[config.mk]
export PLATFORM = sky130hd
export DESIGN_NAME = issue_queue_ctrl
export DESIGN_NICKNAME = d
export VERILOG_FILES = /design/src/rtl/issue_pkg.sv /design/src/rtl/issue_fifo_mem.sv /design/src/rtl/issue_queue_ctrl.sv
export SDC_FILE = /design/constraint.sdc
export NUM_CORES = 1
export LEC_CHECK = 0
export CORE_MARGIN = 1
export CORE_UTILIZATION = 30
export CTS_CLUSTER_DIAMETER = 40
export DETAILED_ROUTE_END_ITERATION = 6
export GPL_ROUTABILITY_DRIVEN = 0
export PLACE_DENSITY = 0.57
export SLEW_MARGIN = 20
export SYNTH_ARGS = -nofsm -noshare
export SYNTH_HDL_FRONTEND = slang
export SYNTH_SLANG_ARGS = --single-unit
[constraint.sdc]
create_clock -name CLK -period 6.8 [get_ports CLK]
set_input_delay 1.36 -clock CLK [delete_from_list [all_inputs] [get_ports CLK]]
set_output_delay 1.36 -clock CLK [all_outputs]
set_load 0.02 [all_outputs]
[src/rtl/issue_pkg.sv]
`default_nettype none
// ============================================================================
//  Module      : issue_pkg
//  Description : Shared types for the issue queue controller: PC type, queue
//                entry layout, bubble encoding and the fetch FSM states.
//  Revision    : 1.0 - initial release
// ============================================================================
package issue_pkg;

    typedef logic [12:0] pc_t;

    typedef struct packed {
        pc_t         pc;
        logic [31:0] inst;
    } entry_t;

    // Instruction word presented on an invalid issue slot (pipeline bubble)
    localparam logic [31:0] NOP_INST = 32'd0;

    typedef enum logic [1:0] {
        BOOT = 2'd0,
        RUN  = 2'd1,
        WAIT = 2'd2
    } fsm_t;

endpackage
`default_nettype wire

[src/rtl/issue_fifo_mem.sv]
`default_nettype none
// ============================================================================
//  Module      : issue_fifo_mem
//  Description : Queue storage. Two combinational read ports (entry at the
//                read pointer and the one after it) and one pair-write port
//                that writes one or two consecutive entries at the write
//                pointer. No reset: contents are don't-care until written.
//  Ports       : clk        - clock
//                i_wr_en    - write enable
//                i_wr_two   - also write i_wr_e1 at i_wr_ptr+1
//                i_wr_ptr   - first write index
//                i_wr_e0/1  - entries to write
//                i_rd_ptr   - first read index
//                o_rd_e0/1  - entries at i_rd_ptr and i_rd_ptr+1
//  Revision    : 1.0 - initial release
// ============================================================================
module issue_fifo_mem
    import issue_pkg::*;
#(
    parameter int DEPTH = 8,
    parameter int AW    = $clog2(DEPTH)
) (
    input  logic          clk,
    input  logic          i_wr_en,
    input  logic          i_wr_two,
    input  logic [AW-1:0] i_wr_ptr,
    input  entry_t        i_wr_e0,
    input  entry_t        i_wr_e1,
    input  logic [AW-1:0] i_rd_ptr,
    output entry_t        o_rd_e0,
    output entry_t        o_rd_e1
);

    entry_t        mem_q [DEPTH];
    logic [AW-1:0] w_wr_ptr1;
    logic [AW-1:0] w_rd_ptr1;

    // Indices wrap naturally because DEPTH is a power of two
    assign w_wr_ptr1 = i_wr_ptr + AW'(1);
    assign w_rd_ptr1 = i_rd_ptr + AW'(1);

    always_ff @(posedge clk) begin
        if (i_wr_en) begin
            mem_q[i_wr_ptr] <= i_wr_e0;
            if (i_wr_two) begin
                mem_q[w_wr_ptr1] <= i_wr_e1;
            end
        end
    end

    assign o_rd_e0 = mem_q[i_rd_ptr];
    assign o_rd_e1 = mem_q[w_rd_ptr1];

endmodule
`default_nettype wire

[src/rtl/issue_queue_ctrl.sv]
`default_nettype none
// ============================================================================
//  Module      : issue_queue_ctrl
//  Description : Dual-issue front-end scheduler. Fetches instruction pairs,
//                buffers them in an in-order queue, presents the two oldest
//                entries to decode and retires 0..2 per cycle. Owns the fetch
//                PC and handles branch redirects.
//  Ports       : CLK, NRST          - clock, async active-low reset
//                imem_req/addr      - pair fetch request (addr 8-byte aligned)
//                imem_data0/1       - fetch response, one cycle after request
//                iss_valid          - slot valid bits (bit1 implies bit0)
//                iss_pc0/1,inst0/1  - oldest / second-oldest entries
//                iss_take, stall    - entries consumed by decode, stall
//                redirect(_pc)      - flush and refetch from redirect_pc
//                q_count            - current occupancy
//  Revision    : 1.0 - initial release
// ============================================================================
module issue_queue_ctrl
    import issue_pkg::*;
#(
    parameter pc_t RESET_PC = 13'd0,
    parameter int  DEPTH    = 8
) (
    input  logic        CLK,
    input  logic        NRST,
    output logic        imem_req,
    output logic [12:0] imem_addr,
    input  logic [31:0] imem_data0,
    input  logic [31:0] imem_data1,
    output logic [1:0]  iss_valid,
    output logic [12:0] iss_pc0,
    output logic [12:0] iss_pc1,
    output logic [31:0] iss_inst0,
    output logic [31:0] iss_inst1,
    input  logic [1:0]  iss_take,
    input  logic        stall,
    input  logic        redirect,
    input  logic [12:0] redirect_pc,
    output logic [3:0]  q_count
);

    localparam int AW = $clog2(DEPTH);
    localparam int CW = AW + 1;
    localparam int SW = CW + 2;

    // Registered state
    fsm_t          state_q,     state_d;
    logic [AW-1:0] head_q,      head_d;
    logic [AW-1:0] tail_q,      tail_d;
    logic [CW-1:0] count_q,     count_d;
    pc_t           fetch_pc_q,  fetch_pc_d;   // next address to request
    pc_t           req_pc_q,    req_pc_d;     // PC of the in-flight request
    logic          req_half_q,  req_half_d;   // in-flight request was misaligned
    logic          inflight_q,  inflight_d;
    logic          epoch_q,     epoch_d;
    logic          req_epoch_q, req_epoch_d;

    // Combinational
    logic [1:0]    avail;
    logic [1:0]    eff_take;
    logic [SW-1:0] space_need;
    logic          space_ok;
    logic          resp_ok;
    logic [1:0]    enq_n;
    entry_t        wr_e0, wr_e1, rd_e0, rd_e1;

    issue_fifo_mem #(
        .DEPTH (DEPTH),
        .AW    (AW)
    ) u_mem (
        .clk      (CLK),
        .i_wr_en  (resp_ok),
        .i_wr_two (~req_half_q),
        .i_wr_ptr (tail_q),
        .i_wr_e0  (wr_e0),
        .i_wr_e1  (wr_e1),
        .i_rd_ptr (head_q),
        .o_rd_e0  (rd_e0),
        .o_rd_e1  (rd_e1)
    );

    // ------------------------------------------------------------------
    // Issue slots: driven only from registered queue state
    // ------------------------------------------------------------------
    always_comb begin
        iss_valid = 2'b11;
        if (count_q == '0) begin
            iss_valid = 2'b00;
        end else if (count_q == CW'(1)) begin
            iss_valid = 2'b01;
        end
        iss_pc0   = iss_valid[0] ? rd_e0.pc   : 13'd0;
        iss_inst0 = iss_valid[0] ? rd_e0.inst : NOP_INST;
        iss_pc1   = iss_valid[1] ? rd_e1.pc   : 13'd0;
        iss_inst1 = iss_valid[1] ? rd_e1.inst : NOP_INST;
    end

    assign q_count   = 4'(count_q);
    assign imem_addr = {fetch_pc_q[12:3], 3'b000};

    // ------------------------------------------------------------------
    // Retire and space accounting
    // ------------------------------------------------------------------
    always_comb begin
        avail      = (iss_valid == 2'b11) ? 2'd2 : iss_valid;
        eff_take   = stall ? 2'd0 : ((iss_take > avail) ? avail : iss_take);
        // A reserved response counts as two entries even if it turns out to
        // be a misaligned single, which keeps the queue from overflowing.
        space_need = SW'(count_q) - SW'(eff_take) + (inflight_q ? SW'(4) : SW'(2));
        space_ok   = (space_need <= SW'(DEPTH));
    end

    // ------------------------------------------------------------------
    // Fetch response: dropped if a redirect happened since it was issued
    // or is happening now
    // ------------------------------------------------------------------
    always_comb begin
        resp_ok    = inflight_q && (req_epoch_q == epoch_q) && !redirect;
        enq_n      = resp_ok ? (req_half_q ? 2'd1 : 2'd2) : 2'd0;
        wr_e0.pc   = req_pc_q;
        wr_e0.inst = req_half_q ? imem_data1 : imem_data0;
        wr_e1.pc   = req_pc_q + 13'd4;
        wr_e1.inst = imem_data1;
    end

    // ------------------------------------------------------------------
    // FSM next state / request
    // ------------------------------------------------------------------
    always_comb begin
        state_d  = state_q;
        imem_req = 1'b0;
        case (state_q)
            BOOT: state_d = RUN;
            RUN: begin
                if (!redirect) begin
                    if (space_ok) begin
                        imem_req = 1'b1;
                    end else begin
                        state_d = WAIT;
                    end
                end
            end
            WAIT: begin
                if (redirect || space_ok) begin
                    state_d = RUN;
                end
            end
            default: state_d = BOOT;
        endcase
        if (redirect) begin
            state_d = RUN;
        end
    end

    // ------------------------------------------------------------------
    // Datapath next state
    // ------------------------------------------------------------------
    always_comb begin
        inflight_d  = imem_req;
        req_pc_d    = imem_req ? fetch_pc_q : req_pc_q;
        req_half_d  = imem_req ? fetch_pc_q[2] : req_half_q;
        req_epoch_d = imem_req ? epoch_q : req_epoch_q;
        epoch_d     = epoch_q ^ redirect;
        tail_d      = tail_q + AW'(enq_n);
        fetch_pc_d  = fetch_pc_q;
        head_d      = head_q + AW'(eff_take);
        count_d     = count_q + CW'(enq_n) - CW'(eff_take);
        if (imem_req) begin
            // A misaligned target fetches only its upper half
            fetch_pc_d = fetch_pc_q + (fetch_pc_q[2] ? 13'd4 : 13'd8);
        end
        if (redirect) begin
            fetch_pc_d = redirect_pc;
            head_d     = tail_q;
            count_d    = '0;
        end
    end

    always_ff @(posedge CLK or negedge NRST) begin
        if (!NRST) begin
            state_q     <= BOOT;
            head_q      <= '0;
            tail_q      <= '0;
            count_q     <= '0;
            fetch_pc_q  <= RESET_PC;
            req_pc_q    <= '0;
            req_half_q  <= 1'b0;
            inflight_q  <= 1'b0;
            epoch_q     <= 1'b0;
            req_epoch_q <= 1'b0;
        end else begin
            state_q     <= state_d;
            head_q      <= head_d;
            tail_q      <= tail_d;
            count_q     <= count_d;
            fetch_pc_q  <= fetch_pc_d;
            req_pc_q    <= req_pc_d;
            req_half_q  <= req_half_d;
            inflight_q  <= inflight_d;
            epoch_q     <= epoch_d;
            req_epoch_q <= req_epoch_d;
        end
    end

endmodule
`default_nettype wire

* After elaboration in Yosys (flattened, before gate mapping)
Memories as Yosys holds them, arrays and structs flattened.
Cells that the tools add are included.
** Word-level totals
- Register bits :: 42
- Bits in writable memories :: 360
- Logic and storage cells :: 69
- Memories :: 1
** Memory list
- u_mem.mem_q :: words 8, bits a word 45, read ports 2, clocked after Yosys merged registers in 0, wr ports 2, RTL line issue_fifo_mem.sv:34 : entry_t mem_q [DEPTH];
** Operators by class
- Add/subtract/negate cells :: 10
- $lt $le $gt $ge :: 2
- Eq/ne operators :: 7
- Muxes and demuxes :: 30
- Bitwise operators :: 1
- Reduce and logical (&&, ||, !) cells :: 8
** Operator list (count)
- 32-bit 2-to-1 mux :: 3
- 13-bit 2-to-1 mux :: 4
- 2-bit 2-to-1 mux :: 10
- 13-bit by 3-bit adder with 13-bit output, second input constant :: 1
- 13-bit by 4-bit adder with 13-bit output :: 1
- 1-bit 2-to-1 mux :: 8
- 4-bit 2-to-1 mux :: 2
- 3-bit by 1-bit adder with 3-bit output, second input constant :: 2
- 3-bit by 2-bit adder with 3-bit output :: 2
- 5-bit by 4-bit adder with 6-bit output :: 1
- 6-bit by 4-bit less-or-equal comparator with 1-bit output, second input constant :: 1
- 3-bit 2-to-1 mux :: 2
- 3-bit inequality test, second input constant :: 2
- 2-bit case mux with 3 select lines :: 1
- 4-bit by 2-bit subtractor with 5-bit output :: 1
- 4-bit by 2-bit adder with 4-bit output :: 1
- 2-bit equality test, second input constant :: 2
- 4-bit by 1-bit equality test with 1-bit output, second input constant :: 1
- 4-bit zero test :: 1
- 4-bit by 2-bit subtractor with 4-bit output :: 1
- 2-bit by 1-bit equality test with 1-bit output, second input constant :: 1
- 2-bit > comparator :: 1
- 1-bit logical AND :: 2
- 2-bit zero test :: 1
- 6 further kinds :: 6

* Logic depth before layout (Yosys ltp)
Gate-level depths: netlist (run 1).
- Depth in word-level cells :: 16
- Mapped depth :: 23

* Hierarchy
From an unflattened synthesis (run 1), not the netlist that was laid out.
** Second synthesis, totals
- Cells, all modules :: 1830
- Area total of the unflattened synthesis :: 24857.6 um2
** Modules (own cells, without submodules)
- issue_fifo_mem :: instances 1, cells each 1420, area an instance 21326.7 um2
- issue_queue_ctrl :: instances 1, cells each 410, area an instance 3530.9 um2

* Worst setup path before layout (run 1)
OpenSTA, ideal clock, no wires.
- Path type :: input-to-output
- Start :: input iss_take[0]
- End :: output imem_req
- Data arrival time :: 4802 ps
- Setup slack :: 638 ps
- Stages on the path :: 20
- Buffers on the path :: 2
- Path through :: inv_1 > ha_1 > inv_1 > o22ai_1 > mux2i_1 > nor2_1 > ha_1 > inv_1 > fa_1 > ha_1 > inv_1 > fa_1 > and3b_1 > nor2_1 > nor4b_1 > or3_1 > buf_6 > nand2_4 > buf_8 > inv_1
** On the way
- Longest elaborated chain between the ends :: 9
** RTL lines
- start, declared :: RTL line issue_queue_ctrl.sv:35 : input logic [1:0] iss_take,
- 2-bit > comparator :: RTL line issue_queue_ctrl.sv:106 : eff_take = stall ? 2'd0 : ((iss_take > avail) ? avail : iss_take);
- 2-bit 2-to-1 mux (*) (2 in a row) :: RTL line issue_queue_ctrl.sv:106
- 4-bit by 2-bit subtractor with 5-bit output (*) :: RTL line issue_queue_ctrl.sv:109 : space_need = SW'(count_q) - SW'(eff_take) + (inflight_q ? SW'(4) : SW'(2));
- 5-bit by 4-bit adder with 6-bit output (*) :: RTL line issue_queue_ctrl.sv:109
- 6-bit by 4-bit less-or-equal comparator with 1-bit output (*) :: RTL line issue_queue_ctrl.sv:110 : space_ok = (space_need <= SW'(DEPTH));
- 1-bit 2-to-1 mux (*) :: RTL line issue_queue_ctrl.sv:136 : if (space_ok) begin
- 1-bit 2-to-1 mux (*) :: RTL line issue_queue_ctrl.sv:135 : if (!redirect) begin
- 1-bit 2-to-1 mux (*) :: RTL line issue_queue_ctrl.sv:132 : case (state_q)
- end, declared :: RTL line issue_queue_ctrl.sv:26 : output logic imem_req,
Mark *: on every way between the ends. The rest lies on a longest branch, timed or not.

* Worst setup path in the final report (run 1)
Ends and elaborated chain as after synthesis.

==> results of run 1 <==
stage by stage:
step / instance area (um2) / total power, mW
2_1_floorplan: 22900 / 7.61
3_3_place_gp: 25600 / 9.99
3_5_place_dp: 25600 / 10.1
4_1_cts: 28200 / 13.9
5_1_grt: 28300 / 14.4
6_report: 28300 / 13.8
repair_timing:
action	4_1_cts	5_1_grt
resized for setup	3	8
setup buffers	0	1
endpoints found under the hold margin	0	0
gates cloned	0	0
pin swaps	0	2
endpoints found under the setup margin	1	1
flip-flops by register name, indices dropped and copies added (netlist names):
name,count
inflight_q,1
tail_q,3
q_count,4
req_pc_q,13
req_epoch_q,1
u_mem.mem_q,360
fetch_pc_q,13
epoch_q,1
head_q,3
state_q,2
layout make-up:
| cell class | instances | area share [%] |
|---|---|---|
| flip-flops and latches | 401 | 41.9 |
| multi-input cells | 1252 | 36.2 |
| repair buffers | 229 | 8.01 |
| clock buffers | 84 | 7.02 |
| well taps | 969 | 4.29 |
| clock inverters | 61 | 2.11 |
| inverters | 29 | 0.385 |
| diodes | 1 | 0.00885 |
synthesized netlist by cell type, types with 2 or more instances:
master,count,area share [%]
buf_2,15,0.33
clkbuf_1,133,2.2
nand3_1,8,0.18
a21o_1,2,0.066
mux2_4,9,0.59
nor4_1,2,0.055
nand2_1,141,2.3
and3b_1,2,0.077
nor3_1,3,0.066
nor2_1,345,5.7
buf_1,56,0.92
mux4_2,180,18
edfxtp_1,360,47
nor2b_1,4,0.11
xor2_1,32,1.2
mux2i_1,79,3.5
nand2b_1,14,0.38
dfrtp_1,41,4.5
and2_1,4,0.11
buf_4,13,0.43
or4_1,2,0.066
o31a_1,3,0.12
mux2_2,12,0.59
inv_1,28,0.46
a31oi_1,5,0.14
a21oi_1,304,6.7
buf_6,2,0.099
xnor2_1,23,0.88
o31ai_1,6,0.20
o21ai_0,16,0.35
nand4_1,3,0.082
or3_1,5,0.14
and3_1,4,0.11
fa_1,6,0.53
ha_1,21,1.2
critical path: stages:
cell and delay, ns:
clkdlybuf4s50_1 0.48, inv_1 0.05, ha_1 0.26, inv_1 0.05
o22ai_2 0.18, mux2i_1 0.25, nor2_2 0.08, ha_2 0.19
inv_1 0.08, fa_1 0.42, ha_2 0.19, inv_1 0.08
fa_1 0.42, and3b_1 0.19, and2_1 0.17, and2_1 0.15
or3_4 0.38, nand2_4 0.08, inv_1 0.05, buf_2 0.15
cell families (layout without fill, tap and decap cells):
| kind of cell | count (synthesis) | count (layout) | synth area share (%) |
|---|---|---|---|
| compound gates | 342 | 342 | 7.82 |
| xor+xnor | 55 | 55 | 2.11 |
| fa+ha+maj | 27 | 27 | 1.68 |
| buf+inv | 249 | 403 | 4.50 |
| flops | 401 | 401 | 51.8 |
| mux | 280 | 280 | 22.4 |
| other cells | 1 | 4 | 0.0164 |
| simple gates | 545 | 545 | 9.68 |
power by group through the flow:
| stage | Sequential [mW] | Clock (mW) | Combinational (mW) |
|---|---|---|---|
| finish | 3.55 | 3.77 | 6.45 |
| global route | 3.58 | 3.93 | 6.93 |
| CTS | 3.55 | 3.83 | 6.53 |
| detailed placement | 3.59 | 0 | 6.50 |
| global placement | 3.57 | 0 | 6.42 |
| floorplan | 3.28 | 0 | 4.33 |
metal layers:
| metal | wire, um | track usage (%) | vias up | part of all wire [%] |
|---|---|---|---|---|
| met5 | 17 | 0 | - | 0.024 |
| met4 | 1870 | 6.11 | 2 | 2.7 |
| met3 | 4820 | 3.63 | 113 | 6.9 |
| met2 | 33400 | 29.2 | 627 | 48 |
| met1 | 29900 | 23.9 | 8182 | 43 |
| li1 | - | - | 7189 | - |
path summary, 6_finish.rpt:
check | startpoint | to | cells after the start
worst max register to register | q_count[2] | req_pc_q[2] | 22
worst min register to register | epoch_q | epoch_q | 1
min in group asynchronous | NRST | q_count[2] | 1
worst max-delay path | iss_take[0] | imem_req | 20
max in group asynchronous | NRST | req_pc_q[2] | 1
worst min-delay path | epoch_q | epoch_q | 1
==> results.py, run 1 <==
metrics = {
    "power_and_ir_drop": {
        "p_sw_share_pct": 38.7,
        "clkPwrFrac_pct": 27.4,
        "intPower_mw": 8.43,
        "power_frac_comb_pct": 46.8,
        "leakage_nw": 9.91,
        "ir_drop_mv": 0.422,
        "switchingPower_mw": 5.33,
        "power.density_nw_per_um2": 487,
        "pwr-share-seq_pct": 25.8,
    },
    "final_layout": {
        "multi_input_area_um2": 10200,
        "drive_gt1_share_pct": 20.0,
        "fin_util_pct": 37.7,
        "seqCellArea_um2": 11900,
        "nets": 2101,
        "instances_no_fill": 3026,
        "layout_commonest_cell": "edfxtp_1",
        "final_cell_mix": "360 x edfxtp_1, 343 x nor2_1, 304 x a21oi_1",
        "n_fill_cell": 7076,
        "areaGrowthSynthToFinish_pct": 23.7,
    },
    "synthesis": {
        "synth_area_um2": 22800,
        "yosys.cell_types.count": 52,
        "seq_area_frac_synth_pct": 51.8,
        "synth_area_per_cell_um2": 12.0,
        "synth_edf_count": 360,
        "synth_ff_type": "edfxtp_1",
        "ys_ff_latch": 401,
        "async_reset_ff_share_pct": 10.2,
        "syn_inst": 1900,
        "yosysWarningCount": 0,
    },
    "clock_tree": {
        "cts_tree": "built",
        "htreeDepth": 3,
        "cts-root-buf": "clkbuf_16",
        "numCtsBuffers": 78,
        "clk_path_buf_depth": 3,
        "clock-sinks": 401,
        "clkLatencyLatePin_ns": 0.61,
        "clk_pin_slew_ns": 0.05,
        "postCtsHoldBufs": 0,
    },
    "timing": {
        "relSlewSlack_pct": 32.8,
        "setup_viol": 0,
        "hold_viol": 0,
        "maxSlewViolCount": 0,
        "whs_ns": 0.504,
        "finalCriticalPeriod_ns": 6.62,
        "tightestPinTransition_ns": 1.01,
        "min_period_over_period_pct": 97.3,
        "max_freq_ghz": 0.151,
        "layout_setup_ws_ns": 0.183,
        "tns_ns": 0,
        "fin_skew_ns": 0.0178,
    },
    "setup_path": {
        "cp-end-kind": "primary output",
        "crit_fanout": 2,
        "worst_setup_path_start_kind": "input port",
        "worstSetupPathType": "in -> out",
        "cp.arrival_ns": 5.26,
        "ff2ff_setup_slack_ns": 1.72,
        "required_ns": 5.44,
    },
    "place": {
        "portBuffers": 189,
        "place_inst": 2879,
        "hpwl_mm": 40.3,
        "pre_cts_slack_ns": -0.246,
    },
    "die": {
        "die_area_um2": 77300,
        "dieHeight_um": 278,
        "initial_core_util_pct": 30.5,
        "rows": 100,
        "die_w_um": 278,
        "ios": 193,
        "core_area_um2": 74900,
    },
    "routing": {
        "drtAntennaViolNets": 0,
        "vias_per_cell": 5.32,
        "vias": 16100,
        "wire_per_inst_um": 23.2,
        "drt_iter0_markers": 1463,
        "drcViolationCount": 0,
        "first_pass_iters": 5,
        "wl_mm": 70.1,
    },
    "grt": {
        "grt-ovfl-total": 0,
        "grt_pass1_wl_mm": 103,
        "grt_usage_pct": 18.0,
        "grt_max_degree": 113,
        "grt_pass1_vias": 16200,
        "antenna_found_initial": 2,
    },
    "flow_run": {
        "drv_cap": 0,
    },
    "outcome": {
        "status": "finished, final reports clean",
    },
    "min_path": {
        "hold_path_class": "reg -> reg",
    },
}
No activity file was read; power rests on OpenSTA's default activity.
==> run 2: changes to the inputs <==
SKIP_CTS_REPAIR_TIMING = 1   (was default)
==> results of run 2 <==
The final DEF is identical to that of run 1; final timing and power are the same.
